--- config.mk ---
export PLATFORM = sky130hd
export DESIGN_NAME = pipeline_sequencer
export DESIGN_NICKNAME = d
export VERILOG_FILES = /design/src/rtl/pipe_seq_pkg.sv /design/src/rtl/hazard_detect.sv /design/src/rtl/pipeline_sequencer.sv
export SDC_FILE = /design/constraint.sdc
export NUM_CORES = 1
export LEC_CHECK = 0
export ABC_CLOCK_PERIOD_IN_PS = 4510
export CAP_MARGIN = 10
export CORE_ASPECT_RATIO = 0.75
export CORE_MARGIN = 2
export CORE_UTILIZATION = 45
export CTS_CLUSTER_DIAMETER = 150
export DETAILED_ROUTE_END_ITERATION = 8
export GPL_TIMING_DRIVEN = 1
export PLACE_DENSITY = 0.77
export SYNTH_ARGS = -nofsm -noshare
export SYNTH_HDL_FRONTEND = slang
export SYNTH_SLANG_ARGS = --single-unit
--- constraint.sdc ---
create_clock -name i_clk -period 4.51 [get_ports i_clk]
set_input_delay 0.902 -clock i_clk [delete_from_list [all_inputs] [get_ports i_clk]]
set_output_delay 0.902 -clock i_clk [all_outputs]
set_load 0.02 [all_outputs]
--- src/rtl/pipe_seq_pkg.sv ---
// Shared encodings for the pipeline run-control sequencer.
// Optional branch/jump-register hazard stalls are enabled with PIPE_SEQ_BRANCH_HAZARD_EN.
package pipe_seq_pkg;

  typedef enum logic [2:0] {
    ST_IDLE      = 3'd0,
    ST_RUN       = 3'd1,
    ST_STEP_WAIT = 3'd2,
    ST_DRAIN     = 3'd3,
    ST_DONE      = 3'd4
  } state_t;

  localparam logic [1:0] REG_IN_JUMP_NONE  = 2'b00;
  localparam logic [1:0] REG_IN_JUMP_RS_RT = 2'b01;
  localparam logic [1:0] REG_IN_JUMP_RS    = 2'b10;

  // HALT decodes as rs=rt=31, so it can collide with a load to r31.
  localparam logic [31:0] HALT_WORD = 32'hFFFF_FFFF;

  localparam int DRAIN_CYCLES_DEF = 4;

endpackage

--- src/rtl/hazard_detect.sv ---
// Combinational stall request: load-use always, branch/jump source use when
// PIPE_SEQ_BRANCH_HAZARD_EN is defined.
module hazard_detect
  import pipe_seq_pkg::*;
(
  input  logic [4:0] id_rs,
  input  logic [4:0] id_rt,
  input  logic [1:0] reg_in_jump,
  input  logic       ex_mem_read,
  input  logic       ex_reg_write,
  input  logic [4:0] ex_wr_addr,
  output logic       stall_req
);

  logic match_rs;
  logic match_rt;
  logic load_use;
  logic branch_use;

  assign match_rs = (ex_wr_addr != 5'd0) && (ex_wr_addr == id_rs);
  assign match_rt = (ex_wr_addr != 5'd0) && (ex_wr_addr == id_rt);
  assign load_use = ex_mem_read && (match_rs || match_rt);

`ifdef PIPE_SEQ_BRANCH_HAZARD_EN
  assign branch_use = ex_reg_write &&
                      (((reg_in_jump == REG_IN_JUMP_RS_RT) && (match_rs || match_rt)) ||
                       ((reg_in_jump == REG_IN_JUMP_RS) && match_rs));
`else
  // Jump-register operands are forwarded by the datapath in this build.
  logic unused_jump_fields;
  assign unused_jump_fields = ^{reg_in_jump, ex_reg_write};
  assign branch_use = 1'b0;
`endif

  assign stall_req = load_use || branch_use;

endmodule

--- src/rtl/pipeline_sequencer.sv ---
// Run-control and hazard scheduler for the 5-stage pipeline: run, single-step, HALT drain.
// Optional branch hazard stalls via PIPE_SEQ_BRANCH_HAZARD_EN (applied in hazard_detect).
module pipeline_sequencer
  import pipe_seq_pkg::*;
#(
  parameter int DRAIN_CYCLES = DRAIN_CYCLES_DEF,
  parameter int CNT_W        = 32
) (
  input  logic             i_clk,
  input  logic             i_reset,
  input  logic             i_start,
  input  logic             i_step_mode,
  input  logic             i_step,
  input  logic             i_halt_id,
  input  logic [4:0]       i_id_rs,
  input  logic [4:0]       i_id_rt,
  input  logic [1:0]       i_id_reg_in_jump,
  input  logic             i_jump,
  input  logic             i_ex_mem_read,
  input  logic             i_ex_reg_write,
  input  logic [4:0]       i_ex_wr_addr,
  output logic             o_pc_write,
  output logic             o_stall,
  output logic             o_flush_if,
  output logic             o_halt,
  output logic             o_done,
  output logic [2:0]       o_state,
  output logic [CNT_W-1:0] o_cycle_count
);

  localparam int DW = $clog2(DRAIN_CYCLES + 1);

  state_t        state;
  logic          step_latched;
  logic [DW-1:0] drain_cnt;
  logic          adv;
  logic          hazard;
  logic          in_drain;

  hazard_detect u_hazard (
    .id_rs        (i_id_rs),
    .id_rt        (i_id_rt),
    .reg_in_jump  (i_id_reg_in_jump),
    .ex_mem_read  (i_ex_mem_read),
    .ex_reg_write (i_ex_reg_write),
    .ex_wr_addr   (i_ex_wr_addr),
    .stall_req    (hazard)
  );

  always_comb begin
    adv = 1'b0;
    case (state)
      ST_RUN:       adv = 1'b1;
      ST_STEP_WAIT: adv = i_step;
      ST_DRAIN:     adv = !step_latched || i_step;
      default:      adv = 1'b0;
    endcase
  end

  // Draining only pushes NOPs through; no fetch and no bubbles.
  assign in_drain   = (state == ST_DRAIN);
  assign o_stall    = adv && hazard && !in_drain;
  assign o_pc_write = adv && !o_stall && !in_drain;
  assign o_flush_if = in_drain ? adv : (adv && i_jump && !o_stall);
  assign o_halt     = !adv;
  assign o_done     = (state == ST_DONE);
  assign o_state    = state;

  always_ff @(posedge i_clk) begin
    if (i_reset) begin
      state         <= ST_IDLE;
      step_latched  <= 1'b0;
      drain_cnt     <= '0;
      o_cycle_count <= '0;
    end else begin
      if (adv && (o_cycle_count != {CNT_W{1'b1}}))
        o_cycle_count <= o_cycle_count + 1'b1;
      case (state)
        ST_IDLE: begin
          if (i_start) begin
            step_latched <= i_step_mode;
            state        <= i_step_mode ? ST_STEP_WAIT : ST_RUN;
          end
        end
        ST_RUN, ST_STEP_WAIT: begin
          if (adv && i_halt_id && !o_stall) begin
            state     <= ST_DRAIN;
            drain_cnt <= DW'(DRAIN_CYCLES);
          end
        end
        ST_DRAIN: begin
          if (adv) begin
            drain_cnt <= drain_cnt - 1'b1;
            if (drain_cnt == DW'(1))
              state <= ST_DONE;
          end
        end
        default: state <= ST_DONE;
      endcase
    end
  end

endmodule

[Word level (Yosys, flattened, before mapping)]
Index checks and enable logic that the tools add are counted.
Storage, ports and cells
  register bits: 39
  input port bits: 26
  output and inout bits: 40
  logic and storage cells: 54
Cells by class
  multiplexer cells: 11
  equal/unequal tests: 12
  reductions and logical operators: 25
  $add $sub $neg: 2
Operator list (number)
  32-bit by 1-bit adder with 32-bit output, second input constant: 1
  32-bit inequality test, second input constant: 1
  3-bit 2-to-1 mux: 6
  1-bit logical AND: 12
  5-bit equality test: 2
  3-bit one-hot mux with 3 select lines: 1
  3-bit by 1-bit equality test with 1-bit output, second input constant: 2
  3-bit by 2-bit equality test with 1-bit output, second input constant: 2
  2-bit inequality test, second input constant: 3
  3-bit one-hot mux with 2 select lines: 1
  5-bit nonzero test: 1
  1-bit zero test: 4
  4-bit AND reduction: 1
  3-bit equality test, second input constant: 1
  3-bit zero test: 1
  1-bit one-hot mux with 3 select lines: 1
  3-bit AND reduction: 1
  3-bit by 1-bit subtractor with 3-bit output, second input constant: 1
  1-bit logical OR: 2
  2-bit 2-to-1 mux: 1
  2-bit by 1-bit inequality test with 1-bit output, second input constant: 1
  2-bit AND reduction: 1
  2-bit nonzero test: 1
  2-bit OR reduction: 1
  1-bit 2-to-1 mux: 1

[Longest topological paths before layout]
Gate-level depths: netlist of run 1.
  word-level depth: 10
  depth in mapped cells: 7
  gate-level depth less buffers: 7

[By module]
A second synthesis of run 1 with hierarchy kept.
Second synthesis, totals
  cell total of the unflattened synthesis: 270
  area, all modules: 2172.1 um2
Modules (own cells, without submodules)
  pipeline_sequencer: cells an instance 253, instances 1, area each 2047.0 um2, sequential area each 780.7 um2
  hazard_detect: cells an instance 17, instances 1, area each 125.1 um2, sequential area each 0.0 um2

[Worst setup path before layout of run 1]
No wires, ideal clock.
  kind: in2out
  start: input port i_id_rs[3]
  end: output port o_flush_if
  path buffers: 0
  arrival time: 2.177 ns
  stages on the path: 5
  required time: 3.608 ns
  setup slack: 1.431 ns
  cells stage by stage: xor2_1 > nor3_1 > a22oi_1 > nor2_1 > o31ai_1
On the way
  cells in the longest elaborated chain, start to end: 9
RTL lines
  start: declaration: RTL line pipeline_sequencer.sv:15  | input logic [4:0] i_id_rs,
  5-bit equality test: RTL line hazard_detect.sv:20  | assign match_rs = (ex_wr_addr != 5'd0) && (ex_wr_addr == id_rs);
  1-bit logical AND: RTL line hazard_detect.sv:20
  1-bit logical OR: RTL line hazard_detect.sv:22  | assign load_use = ex_mem_read && (match_rs || match_rt);
  1-bit logical AND: RTL line hazard_detect.sv:22
  1-bit logical AND (2 in series): RTL line pipeline_sequencer.sv:62  | assign o_stall = adv && hazard && !in_drain;
  named net o_stall: RTL line pipeline_sequencer.sv:23  | output logic o_stall,
  1-bit zero test: RTL line pipeline_sequencer.sv:64  | assign o_flush_if = in_drain ? adv : (adv && i_jump && !o_stall);
  1-bit logical AND: RTL line pipeline_sequencer.sv:64
  1-bit 2-to-1 mux: RTL line pipeline_sequencer.sv:64
  end: declaration: RTL line pipeline_sequencer.sv:24  | output logic o_flush_if,
The timed path passes the listed nets, and every way through them passes these cells.

[Final worst setup path of run 1]
  start: input port i_step
  end: output port o_stall
On the way
  cells in the longest elaborated chain, start to end: 4
RTL lines
  start: declaration: RTL line pipeline_sequencer.sv:13  | input logic i_step,
  1-bit logical OR: RTL line pipeline_sequencer.sv:55  | ST_DRAIN: adv = !step_latched || i_step;
  1-bit one-hot mux with 3 select lines (*): RTL line pipeline_sequencer.sv:52  | case (state)
  1-bit logical AND (*) (2 in series): RTL line pipeline_sequencer.sv:62
  end: declaration: RTL line pipeline_sequencer.sv:23
Every way passes the cells marked *; elsewhere a longest branch is shown, timed or not.

==> qor.yml, run 1 <==
area_growth_pct: 33.0
dr.pass1.iters: 4
clockBufferDepth: 2
antennaDiodeCount: 0
grt_max_degree: 23
yosys.area_share.simple_pct: 25.5
vias: 2251
syn_inst: 269
track_usage_pct: 21.3
irDropWorstVdd_uv: 185
synth_area_per_cell_sq_um: 8.25
routed_via_density: 5.79
grt_use_met3_pct: 3.95
grt_pass1_vias: 1953
holdPathEnd: "o_cycle_count[6]"
hold_depth: 2
multi_input_comb_area_sq_um: 1340
cp-end-kind: "primary output"
layout.cells.most_common: "clkdlybuf4s50_1"
grtUsageMet1_pct: 32.8
cts.clk_slew.worst_paths_ps: 70
period_needed_ps: 3900
synthXorXnorAreaFrac_pct: 7.10
slew_headroom_pct: 31.7
hold_ws_ps: 501
arrival_ps: 3000
synth.area.mux_share_pct: 1.35
hold_start: "o_cycle_count[6]"
h-tree-depth: 2
final_cell_mix: "clkdlybuf4s50_1 (62), dfxtp_1 (39), nand2_1 (20), nor2_1 (20), a21oi_1 (19)"
ys_warn_count: 0
reg2reg_to: "o_cycle_count[1]"
dp_hpwl_mm: 4.29
crit_type: "primary input to primary output"
rows: 22
cts.sinks: 39
cts_hold_buf: 0
reg2reg_depth: 5
met2_usage_pct: 29.1
cts_setup_buffers: 0
ios: 66
register_area_sq_um: 781
synth_area_sq_um: 2220
fmax_mhz: 256
hold_class: "flop to flop"
synth_compound_gate_area_share_pct: 24.5
wl_mm: 5.71
finalCritPeriodShare_pct: 86.5
antenna_found_initial: 0
route.antenna.remaining_nets: 0
synth-seq-area-share_pct: 35.2
routabilityCongestion: 0.762
finalHoldViolCount: 0
slew_viol_final: 0
grt.busiest_layer: "met1"
rsz0062_at_grt: "false"
cts_tree: "built"
syn-num-nets: 298
fin_tns_setup_ps: 0
finalSetupViolCount: 0
first_iter_violations: 128
worstSkewPairLatency_ps: 290
regToRegSetupSlack_ps: 1690
grt_pass1_wl_mm: 9.41
synth_fa_ha_area_share_pct: 1.69
overflow: 0
power_density_nw_per_um2: 240
io_buffers: 62
fillCellCount: 428
synth_top_family_by_area: "simple AND/OR/NAND/NOR gates"
synth_cell_type_count: 53
ys_ff_latch: 39
initial_core_util_pct: 46.1
final_nets: 357
drc: 0
crit_fanout: 4
crit_start: "i_step"
wl_per_cell_um: 14.7
die_area_sq_um: 5520
placed_area_sq_um: 2870
synth_edf_count: 0
synthArstFlopShare_pct: 0
clock_skew_ps: 7.49
outcome: "complete, no violations"
critPathRequiredTime_ps: 3610
start_kind: "primary input"
drive_gt1_share_pct: 4.86
synth_ff_type: "dfxtp_1"
final_area_sq_um: 2950
die_h_um: 64.8
p_leak_nw: 0.947
cts-root-buf: "clkbuf_8"
tightest_slew_ps: 1010
cap_violations: 0
core_sq_um: 4820
cts_buffers: 5
regToRegStartpoint: "o_cycle_count[14]"
post_cts_resized: 0
die_w_um: 85.1
fin_util_pct: 61.3
[worst max-delay path by stage]
| stage | endpoint | slack (ps) |
|---|---|---|
| CTS | o_stall | 590 |
| global route | o_flush_if | 390 |
| detailed placement | o_stall | 620 |
| finish | o_stall | 610 |
| global placement | o_stall | 610 |
| floorplan | o_flush_if | 1430 |
[report_power, final]
group          internal (mW)  switching (mW)
registers              0.352          0.0117
logic                 0.0584          0.0589
clock network          0.109           0.120
total                  0.519           0.191
[flip-flops by register name, indices dropped and copies added (netlist names)]
| signal | count |
|---|---|
| drain_cnt | 3 |
| o_cycle_count | 32 |
| o_state | 3 |
| step_latched | 1 |
[Yosys cell counts, types with 3 or more instances]
master	count	area, sq um
a31oi_1	3	18.8
nand3_1	10	50.1
nor4_1	6	37.5
o21a_1	4	30.0
o211ai_1	4	30.0
o311ai_1	3	26.3
nand2_1	20	75.1
inv_1	12	45.0
nor3_1	8	40.0
o21ai_0	10	50.1
nand4_1	6	37.5
dfxtp_1	39	781
or3_1	14	87.6
or4_1	6	45.0
o21ai_1	8	40.0
mux2i_1	3	30.0
nor2_1	20	75.1
xor2_1	16	140
ha_1	3	37.5
or2_2	3	18.8
o31ai_1	3	22.5
a21oi_1	19	95.1
and3_1	4	25.0
clkbuf_1	8	30.0
[kinds of logic after synthesis]
group	count (synthesis)
buffers and inverters	24
muxes	3
and+or+nand+nor	107
adders and majority gates	3
DFF	39
xor gates and xnor gates	18
AOI/OAI and AO/OA	75
[metal layers]
| layer | share of wire, % | routed length [um] |
|---|---|---|
| met1 | 52 | 2980 |
| met3 | 4.8 | 274 |
| met2 | 42 | 2410 |
| met4 | 0.84 | 48 |
| met5 | 0 | 0 |
[layout make-up]
cell class / count / share of cell area [%]
multi-input combinational: 206 / 45.2
sequential: 39 / 26.4
tap: 60 / 2.54
clock buffer: 7 / 2.58
inverter: 12 / 1.53
clock inverter: 1 / 0.169
timing repair buffer: 64 / 21.5
[metrics by stage]
stage	worst slack, ps	power, mW	std cells
after floorplan	1430	0.437	269
after global placement	605	0.486	381
after detailed placement	617	0.488	381
after CTS	594	0.714	389
after global routing	389	0.744	389
final	607	0.710	389
[worst max-delay path: stages]
cell and delay (ps):
clkdlybuf4s50_1 490, nand2_1 130, a21oi_1 350, nand2_1 170
nor2_1 290, clkdlybuf4s50_1 670
(Power assumes the default switching activity.)
==> run 2: changes to the inputs <==
Settings changed: TNS_END_PERCENT set to 20.
==> results of run 2 <==
The final DEF is identical to that of run 1; final timing and power are the same.
==> run 3: changes to the inputs <==
Settings changed: SYNTH_HIERARCHICAL set to 1.
==> qor.yml, run 3 <==
outcome: "complete, no violations"
final_nets: 358  # +0.28%
rows: 21  # -4.5%
power_density_nw_per_um2: 324  # +35%
clockBufferDepth: 2  # unchanged
cts_buffers: 5  # unchanged
layout.cells.most_common: "clkdlybuf4s50_1"
ys_ff_latch: 39  # unchanged
wl_per_cell_um: 13.9  # -5.6%
grtUsageMet1_pct: 30.3  # -2.5 points
fin_ws_ps: 493  # -114 ps
slew_headroom_pct: 50.0  # +18 points
dp.cells: 379  # -0.52%
drive_gt1_share_pct: 4.85  # -0.015 points
yosysTopAreaCellShare_pct: 35.9  # +0.77 points
cts.clk_slew.worst_paths_ps: 80  # about the same
grt_pass1_vias: 2018  # +3.3%
drc: 0  # unchanged
hold_class: "flop to flop"
fmax_mhz: 249  # -2.8%
placed_area_sq_um: 2830  # -1.4%
cts_setup_buffers: 0  # unchanged
synth-seq-area-share_pct: 35.9  # +0.77 points
final_cell_mix: "clkdlybuf4s50_1 (62), dfxtp_1 (39), a21oi_1 (27), nor2_1 (20), nand2_1 (18)"
ios: 66  # unchanged
crit_fanout: 3  # -1
synth_edf_count: 0  # unchanged
route.antenna.remaining_nets: 0  # unchanged
grt.busiest_layer: "met2"
synth_cell_type_count: 46  # -13%
grt_pass1_wl_mm: 9.29  # -1.3%
cts-root-buf: "clkbuf_8"
met2_usage_pct: 30.9  # +1.8 points
routabilityCongestion: 0.794  # +4.2%
hold_ws_ps: 506  # +5.10 ps
grt_max_degree: 27  # +17%
irDropWorstVdd_uv: 384  # +110%
crit_start: "i_ex_wr_addr[0]"
critPathRequiredTime_ps: 3610  # about the same
antennaDiodeCount: 0  # unchanged
cp_slowest_cell: "clkdlybuf4s50_1"
h-tree-depth: 2  # unchanged
synthTopCellsByCount: "dfxtp_1 (39), a21oi_1 (27), nor2_1 (20)"
post_cts_resized: 0  # unchanged
cpMostUsedCell: "clkdlybuf4s50_1"
synthArstFlopShare_pct: 0  # unchanged
switching_power_uw: 321  # +68%
arrival_ps: 3120  # +120 ps
worstSkewPairLatency_ps: 290  # about the same
fin_util_pct: 64.1  # +2.8 points
largest_reg_flops: 32  # unchanged
clkPwrFrac_pct: 23.7  # -8.5 points
rsz0062_at_grt: "false"
p_int_uw: 624  # +20%
yosysMostFrequentCell: "dfxtp_1"
vias: 2208  # -1.9%
cp_top_family: "buffers and inverters"
die_h_um: 64.2  # -1.0%
syn-num-nets: 299  # +0.34%
final_area_sq_um: 2910  # -1.3%
final_cells: 387  # -0.51%
track_usage_pct: 20.8  # -0.45 points
cts.sinks: 39  # unchanged
finalHoldViolCount: 0  # unchanged
synth_area_per_cell_sq_um: 8.04  # -2.5%
antenna_found_initial: 0  # unchanged
syn_inst: 270  # +0.37%
routed_via_density: 5.71  # -1.4%
p_leak_nw: 0.903  # -4.7%
dp_slack_ps: 500  # -116 ps
die_w_um: 84.2  # -1.0%
hold_start: "o_cycle_count[22]"
comb_power_share_pct: 32.3  # +16 points
regMostFlops: "o_cycle_count"
crit_type: "primary input to primary output"
slew_viol_final: 0  # unchanged
ys_warn_count: 6  # +6
grt_use_met3_pct: 4.78  # +0.83 points
first_iter_violations: 136  # +6.3%
initial_core_util_pct: 47.8  # +1.7 points
netlist_top_cells_area: "dfxtp_1 (36%), a21oi_1 (6.2%), or3_1 (4.6%)"
clock_skew_ps: 10.8  # +3.28 ps
dr.pass1.iters: 4  # unchanged
die_area_sq_um: 5400  # -2.0%
cap_violations: 0  # unchanged
start_kind: "primary input"
dp_hpwl_mm: 3.94  # -8.2%
crit_chain: "clkdlybuf4s50_1, or4_1, o21ai_1, a21oi_1, nor3_1, a21o_1, clkdlybuf4s50_1"
cts_tree: "built"
overflow: 0  # unchanged
seqPwrFrac_pct: 44.0  # -7.2 points
cp-end-kind: "primary output"
slowest_delay_ps: 590  # -80 ps
finalSetupViolCount: 0  # unchanged
finalCritPeriodShare_pct: 89.1  # +2.5 points
wl_mm: 5.37  # -6.0%
p_sw_share_pct: 34.0  # +7.1 points
core_sq_um: 4550  # -5.6%
cp_num_buf_inv: 2  # unchanged
io_buffers: 62  # unchanged
cts_hold_buf: 0  # unchanged
regToRegStartpoint: "o_state[0]"
fin_tns_setup_ps: 0  # unchanged
total_power_uw: 945  # +33%
period_needed_ps: 4020  # +114 ps
area_growth_pct: 34.2
yosysTopAreaCell: "dfxtp_1"
synth_area_sq_um: 2170  # -2.1%
synth_ff_type: "dfxtp_1"
tightest_slew_ps: 745  # -268 ps
run 3: cell type report:
type                    count  area [sq um]
well taps                  57          71.3
inverters                   6          22.5
clock inverters             1          5.00
clock buffers               7          76.3
multi-input cells         213          1320
fillers                   423          1630
flip-flops and latches     39           781
repair buffers             64           636
run 3: power groups by stage:
stage / clock network, mW / registers [mW] / logic, mW
floorplan: 0 / 0.415 / 0.198
finish: 0.224 / 0.416 / 0.305
global placement: 0 / 0.419 / 0.301
detailed placement: 0 / 0.422 / 0.305
global route: 0.245 / 0.421 / 0.335
CTS: 0.228 / 0.415 / 0.306
run 3: worst paths after layout:
check	end	slack [ps]	cells past startpoint
max reg2reg	o_cycle_count[27]	1940	5
min	o_cycle_count[22]	510	2
min reg2reg	o_cycle_count[22]	510	2
max	o_flush_if	490	7
run 3: cell families after synthesis:
family                   after synthesis  share of synthesized area [%]
AND/OR/NAND/NOR                      114                           28.8
AO/OA/AOI/OAI                         78                           22.9
flip-flops                            39                           35.9
adder cells (fa/ha/maj)                3                           1.73
XOR/XNOR                              15                           6.05
buffers and inverters                 18                           3.17
multiplexers                           3                           1.44
run 3: worst reg2reg max path: stages, from the launching register on:
cell       delay [ps]
dfxtp_1           560
a21bo_2           310
a2111oi_0         650
o211ai_1          400
o31a_1            340
o21ba_2           210
run 3: per-layer routing:
| layer | wire length, um | up-vias | part of all wire (%) |
|---|---|---|---|
| met4 | 55 | 0 | 1.0 |
| li1 | - | 1131 | - |
| met2 | 2290 | 44 | 43 |
| met5 | 0 | - | 0 |
| met3 | 201 | 7 | 3.7 |
| met1 | 2830 | 1026 | 53 |
